[config.mk]
export PLATFORM = sky130hd
export DESIGN_NAME = kgp_multicycle_sequencer
export DESIGN_NICKNAME = d
export VERILOG_FILES = /design/src/rtl/kgp_multicycle_sequencer.sv
export SDC_FILE = /design/constraint.sdc
export NUM_CORES = 1
export LEC_CHECK = 0
export ABC_AREA = 1
export CORE_AREA = 2 2 84 86
export DETAILED_ROUTE_END_ITERATION = 10
export DIE_AREA = 0 0 86 88
export SLEW_MARGIN = 20
export SYNTH_ARGS = -nofsm -noshare
export SYNTH_HDL_FRONTEND = slang
export SYNTH_SLANG_ARGS = --single-unit
[constraint.sdc]
create_clock -name clk -period 3.7 [get_ports clk]
set_clock_uncertainty 0.1 [all_clocks]
set_input_delay 0.925 -clock clk [delete_from_list [all_inputs] [get_ports clk]]
set_output_delay 0.925 -clock clk [all_outputs]
set_load 0.02 [all_outputs]
[src/rtl/kgp_multicycle_sequencer.sv]
// Multi-cycle instruction sequencer for KGP_RISC.
// Walks the shared datapath through FETCH, DECODE, EXEC, MEM and WB. It drives the
// per-state strobes, resolves branch conditions in DECODE, and guards both memory
// handshakes with a bounded wait that ends in a sticky bus error.
module kgp_multicycle_sequencer #(
    parameter int MEM_TIMEOUT = 15,
    parameter int CNT_W       = 16
) (
    input  logic             clk,
    input  logic             rst,
    input  logic [5:0]       opcode,
    input  logic             rs_neg,
    input  logic             rs_zero,
    input  logic             carry_flag,
    input  logic             mem_ready,
    input  logic             halt_req,
    output logic [2:0]       state,
    output logic             imem_req,
    output logic             ir_write,
    output logic             pc_write,
    output logic [1:0]       pc_sel,
    output logic             reg_write,
    output logic             flags_write,
    output logic             mem_req,
    output logic             mem_we,
    output logic             busy,
    output logic             illegal,
    output logic             bus_error,
    output logic [CNT_W-1:0] instr_count
);

    localparam int WAIT_W = $clog2(MEM_TIMEOUT + 1);
    // Counter value seen during the last cycle a memory request may wait.
    localparam logic [WAIT_W-1:0] WAIT_LAST = WAIT_W'(MEM_TIMEOUT - 1);

    typedef enum logic [2:0] {
        S_FETCH  = 3'd0,
        S_DECODE = 3'd1,
        S_EXEC   = 3'd2,
        S_MEM    = 3'd3,
        S_WB     = 3'd4,
        S_HALT   = 3'd5
    } state_t;

    localparam logic [1:0] SEL_NEXT  = 2'b00;
    localparam logic [1:0] SEL_IMM   = 2'b01;
    localparam logic [1:0] SEL_LABEL = 2'b10;
    localparam logic [1:0] SEL_RS    = 2'b11;

    state_t            state_q;
    state_t            state_d;
    logic [WAIT_W-1:0] wait_cnt;
    logic              set_illegal;
    logic              set_bus_error;

    logic is_alu;
    logic is_illegal;
    logic is_sw;

    assign is_alu     = opcode inside {[6'd0:6'd10], 6'd16, 6'd17};
    assign is_illegal = opcode inside {[6'd11:6'd13], [6'd22:6'd31], [6'd36:6'd63]};
    assign is_sw      = (opcode == 6'b001111);

    assign state = state_q;
    assign busy  = (state_q != S_HALT);

    // Next-state and strobe decode; strobes are forced low while reset is held.
    always_comb begin
        // NOTE: every output of this block gets a default first, so no path can infer a latch.
        state_d       = state_q;
        imem_req      = 1'b0;
        ir_write      = 1'b0;
        pc_write      = 1'b0;
        pc_sel        = SEL_NEXT;
        reg_write     = 1'b0;
        flags_write   = 1'b0;
        mem_req       = 1'b0;
        mem_we        = 1'b0;
        set_illegal   = 1'b0;
        set_bus_error = 1'b0;

        case (state_q)
            S_FETCH: begin
                imem_req = 1'b1;
                if (mem_ready) begin
                    ir_write = 1'b1;
                    state_d  = S_DECODE;
                end else if (halt_req) begin
                    state_d = S_HALT;
                end else if (wait_cnt == WAIT_LAST) begin
                    set_bus_error = 1'b1;
                    state_d       = S_HALT;
                end
            end

            S_DECODE: begin
                if (is_illegal) begin
                    set_illegal = 1'b1;
                    state_d     = S_HALT;
                end else begin
                    // Branches retire here; anything else moves on to EXEC.
                    state_d = S_FETCH;
                    case (opcode)
                        6'b010010: begin pc_write = 1'b1; pc_sel = SEL_RS; end
                        6'b010011: begin pc_write = 1'b1; pc_sel = rs_neg ? SEL_IMM : SEL_NEXT; end
                        6'b010100: begin pc_write = 1'b1; pc_sel = rs_zero ? SEL_IMM : SEL_NEXT; end
                        6'b010101: begin pc_write = 1'b1; pc_sel = !rs_zero ? SEL_IMM : SEL_NEXT; end
                        6'b100000: begin pc_write = 1'b1; pc_sel = SEL_LABEL; end
                        6'b100001: begin pc_write = 1'b1; pc_sel = SEL_LABEL; reg_write = 1'b1; end
                        6'b100010: begin pc_write = 1'b1; pc_sel = carry_flag ? SEL_LABEL : SEL_NEXT; end
                        6'b100011: begin pc_write = 1'b1; pc_sel = !carry_flag ? SEL_LABEL : SEL_NEXT; end
                        default:   state_d = S_EXEC;
                    endcase
                end
            end

            S_EXEC: begin
                if (is_alu) begin
                    flags_write = 1'b1;
                    state_d     = S_WB;
                end else begin
                    // Only lw/sw can reach here besides ALU opcodes.
                    state_d = S_MEM;
                end
            end

            S_MEM: begin
                mem_req = 1'b1;
                mem_we  = is_sw;
                if (mem_ready) begin
                    if (is_sw) begin
                        pc_write = 1'b1;
                        state_d  = S_FETCH;
                    end else begin
                        state_d = S_WB;
                    end
                end else if (wait_cnt == WAIT_LAST) begin
                    set_bus_error = 1'b1;
                    state_d       = S_HALT;
                end
            end

            S_WB: begin
                reg_write = 1'b1;
                pc_write  = 1'b1;
                state_d   = S_FETCH;
            end

            S_HALT:  state_d = S_HALT;

            default: state_d = S_FETCH;
        endcase

        if (rst) begin
            imem_req    = 1'b0;
            ir_write    = 1'b0;
            pc_write    = 1'b0;
            pc_sel      = SEL_NEXT;
            reg_write   = 1'b0;
            flags_write = 1'b0;
            mem_req     = 1'b0;
            mem_we      = 1'b0;
        end
    end

    // State, wait counter, sticky error flags and retired-instruction counter.
    always_ff @(posedge clk) begin
        // NOTE: sequential state uses non-blocking assignments so every register samples pre-edge values.
        if (rst) begin
            state_q     <= S_FETCH;
            wait_cnt    <= '0;
            illegal     <= 1'b0;
            bus_error   <= 1'b0;
            instr_count <= '0;
        end else begin
            state_q <= state_d;
            if (state_d != state_q) begin
                wait_cnt <= '0;
            end else if (state_q == S_FETCH || state_q == S_MEM) begin
                wait_cnt <= wait_cnt + WAIT_W'(1);
            end
            if (set_illegal) begin
                illegal <= 1'b1;
            end
            if (set_bus_error) begin
                bus_error <= 1'b1;
            end
            if (pc_write) begin
                instr_count <= instr_count + CNT_W'(1);
            end
        end
    end

endmodule
Word-level counts from Yosys, hierarchy flattened:

Index checks and enable logic that the tools add are counted.
Widths: inputs -> output; s select.

* bits in registers: 25
* latch bits: 0
* memory bits (writable): 0
* bits in read-only memories: 0
* output and inout bits: 31
* logic and storage cells: 92
* memories kept: 0

* add/sub/neg operators: 2
* multiply operators: 0
* divide/modulo/power cells: 0
* order comparisons: 8
* eq/ne operators: 19
* shift operators: 0
* muxes and demuxes: 47
* bitwise gates (word level): 0
* reductions and logical operators: 11

Operator list (count)
* $eq 6x5->1 const B: 6
* $mux 1: 29
* $eq 6x6->1 const B: 4
* $mux 3: 7
* $add 16x1->16 const B: 1
* $pmux 3 s5: 1
* $pmux 2 s7: 1
* $le 6x4->1 const B: 2
* $mux 2: 6
* $reduce_or 8->1: 1
* $eq 3x2->1 const B: 2
* $eq 3x3->1 const B: 2
* $eq 6x4->1 const B: 1
* $ge 6x1->1 const B: 1
* $ge 6x4->1 const B: 1
* $ge 6x5->1 const B: 1
* $ge 6x6->1 const B: 1
* $le 6x5->1 const B: 1
* $le 6x6->1 const B: 1
* $reduce_bool 3->1: 2
* $add 4x1->4 const B: 1
* $eq 4x4->1 const B: 1
* $logic_and 1x1->1: 4
* $pmux 1 s2: 2
* other kinds (7): 8

Longest topological paths before layout:

* depth in word-level cells: 7
* depth in mapped cells: 12

Least setup slack after synthesis:

Ideal clock, no wire load.

* path type: in2out
* start: input opcode[3]
* end: output pc_sel[0]
* arrival: 2098 ps
* data required time: 2675 ps
* slack: 577 ps
* stages on the path: 5
* buffers on the path: 0
* path through: nor2_4 nand3_1 a22oi_2 nor2_2 nor4_1

* cells in the longest elaborated chain, start to end: 6
* elaborated cells on any way between the ends: 23
* classes of those cells: 6 x order compare; 8 x eq/ne; 4 x mux; 5 x reduce/logical

RTL lines
* from (decl): RTL line 11 `input logic [5:0] opcode,`
* $ge 6x4->1, or another cell as far along: RTL line 61 `assign is_illegal = opcode inside {[6'd11:6'd13], [6'd22:6'd31], [6'd36:6'd63]};`
* $logic_and 1x1->1 or $reduce_or 2->1 (tied branches)
* $reduce_bool 3->1 or $pmux 2 s7 (tied branches): RTL line 61, 103
* $mux 2 (*): RTL line 97 `if (is_illegal) begin`
* $mux 2 (*): RTL line 82 `case (state_q)`
* $mux 2 (*): RTL line 154 `if (rst) begin`
* to (decl): RTL line 21 `output logic [1:0] pc_sel,`

Mark *: on every way between the ends. The rest lies on a longest branch, timed or not.

Worst setup path in the final report:

* start: input opcode[2]
* end: output pc_sel[0]

The elaborated chain is that of the path after synthesis.

==> qor.csv <==
stage,metric,value,unit
worst_setup_path,required,2670,ps
worst_setup_path,crit_slowest_cell,clkdlybuf4s50_1,
final_layout,n_fill_cell,724,
global_route,grt_pass1_wl,7.94,mm
synth,postSynthAreaPerCell,6.05,µm²
worst_setup_path,cp_data_arrival_time,2530,ps
synth,synth.distinct_cells,26,
clock_network,path_clk_slew,80,ps
routing,routedWlPerCell,11.0,µm
sta,worst_pin_slew,496,ps
worst_setup_path,max_stage_delay,520,ps
sta,period_share,96.0,%
floorplanning,io_pins,44,
clock_network,holdBufCountCts,0,
global_route,antenna_found_initial,0,
sta,slew_violations,0,
floorplanning,die-area,7570,µm²
synth,synth_cells,288,
sta,fin_crit,3550,ps
global_route,grt_start_max_net_pins,24,
final_layout,area_delta_synth_final,39.5,%
placed_design,place_inst,427,
routing,drc,0,
synth,netlist_area,1740,µm²
final_layout,final_common_cell,nand2_1,
worst_setup_path,reg2reg_slack,1800,ps
worst_setup_path,cp_num_buf_inv,2,
flow_run,maxCapViolations,0,
pwr,powerDensity,372,nW/µm²
sta,relSlewSlack,66.7,%
synth,synthArstFlopShare,0,%
synth,syn-num-nets,304,
worst_setup_path,worstSetupStartpointType,input port,
global_route,grt_usage,12.8,%
worst_setup_path,cp_common_cell,nor2_4,
synth,synth_top_flop_cell,dfxtp_1,
clock_network,clock_latency,270,ps
floorplanning,design.core.area,6640,µm²
run_status,status,completed,
synth,synth_edf_count,0,
sta,rsz0062_at_grt,false,
pwr,max-vdd-ir-drop,0.171,mV
routing,viasPerCell,4.73,
placed_design,place.gp.congestion,0.901,
floorplanning,rows,30,
final_layout,final_cell_mix,"nand2_1 (76), nor2_1 (39), nand3_1 (39)",
clock_network,cts-htree-levels,1,
synth,ys_warn_count,0,
global_route,overflow,0,
synth,ys_seq_elements,25,
final_layout,diodes,0,
worst_setup_path,crit_type,in2out,
routing,ant_nets,0,
worst_setup_path,crit_fanout,5,
clock_network,cts_made_buffers,3,
routing,drt_first_pass_iters,4,
placed_design,hpwl,3.74,mm
floorplanning,die_w,86,µm
floorplanning,start_util,26.2,%
pwr,p_leak,0.00102,µW
worst_setup_path,end_kind,output port,
clock_network,cts_tree,done,
routing,via_count,2038,
min_path,hp-class,reg2reg,
synth,seq_area_frac_synth,28.7,%
final_layout,layout.nets,368,
clock_network,clock_sinks,25,
final_layout,final_cells,431,
clock_network,cts_buffer_depth,2,
worst_setup_path,critical_path.top_delay_family,buffers and inverters,
final_layout,drive_above_1_share,11.4,%
worst_setup_path,path_cells,clkdlybuf4s50_1 -> nor2_4 -> nand3_1 -> a22oi_2 -> nor2_4 -> nor4_1 -> clkbuf_2,
sta,fin_tns_setup,0,ps
global_route,grt_pass1_vias,1872,
sta,setup_viol,0,
sta,max_freq,0.282,GHz
clock_network,cts_root_buf,clkbuf_8,
floorplanning,fp.dieH,88,µm
routing,wl,4.72,mm
routing,drtIter0Drc,41,
placed_design,port-buffer-count,43,
sta,hold_viol_final,0,
[worst reg2reg max path, delay by kind of cell, from the launching register on]
kind,cells,cell delay (ps)
flip-flops,1,470
AO/OA/AOI/OAI,3,440
AND/OR/NAND/NOR,4,430
buffers and inverters,2,360
[path summary, 6_finish.rpt]
| kind | start | endpoint | depth (start not counted) |
|---|---|---|---|
| worst min register to register | illegal | illegal | 2 |
| worst max-delay path | opcode[2] | pc_sel[0] | 7 |
| worst max register to register | state[0] | instr_count[0] | 9 |
| worst min-delay path | illegal | illegal | 2 |
[where the power goes]
part / switching, µW / internal, µW
registers: 36.5 / 294
logic: 254 / 157
clock network: 85.2 / 76.9
[through the flow]
step           total power [µW]  cell area (µm²)  setup WS (ps)  util, %  hold WS [ps]
6_report                    903             2430            148     36.6           350
2_1_floorplan               612             1740            577        -           414
5_1_grt                     976             2430           41.7     36.6           383
4_1_cts                     913             2440           1.65     36.7           354
3_5_place_dp                751             2400           -302     36.1           340
3_3_place_gp                749             2400           -266     36.1           338
[registers in the layout, indices dropped and copies added (netlist names)]
register / flops
bus_error: 1
instr_count: 16
wait_cnt: 4
state: 3
illegal: 1
[logic make-up after synthesis]
logic type	share of synthesized area, %
flip-flops	28.7
adder cells (fa/ha/maj)	2.16
XOR/XNOR	4.53
buffers and inverters	10.2
AND/OR/NAND/NOR	45.5
AO/OA/AOI/OAI	8.84
[layout make-up]
type	instances	area (µm²)	share of cell area, %
Sequential cell	25	500	20.6
Timing Repair Buffer	65	577	23.7
Tap cell	80	100	4.12
Inverter	37	139	5.72
Multi-Input combinational cell	220	1070	44.0
Clock buffer	4	45.0	1.85
[routing by layer]
layer	wire length (µm)	global-route usage, %
met5	0	0
met4	80	3.32
met2	2190	22.3
met1	2240	16.5
met3	210	1.98
[cell usage after synthesis, types with 2 or more instances]
cell | number | area share [%]
buf_6 | 2 | 1.3
clkbuf_1 | 3 | 0.65
nor3_1 | 11 | 3.2
nor4_1 | 2 | 0.72
nor2_1 | 39 | 8.4
a21oi_1 | 20 | 5.7
nand2_2 | 3 | 1.1
inv_2 | 3 | 0.65
and2_1 | 2 | 0.72
nand3_1 | 39 | 11
nand4_1 | 6 | 2.2
inv_1 | 33 | 7.1
dfxtp_1 | 25 | 29
xor2_1 | 4 | 2.0
nor2_2 | 3 | 1.1
ha_1 | 3 | 2.2
nand2_1 | 76 | 16
xnor2_1 | 5 | 2.5
o21ai_0 | 2 | 0.57
[timing repair]
item / in CTS / in global routing
pin swaps: 0 / 0
setup endpoints to repair: 6 / 3
setup buffers: 0 / 0
gates resized for setup: 6 / 9
Power figures use the tool's default switching activity.
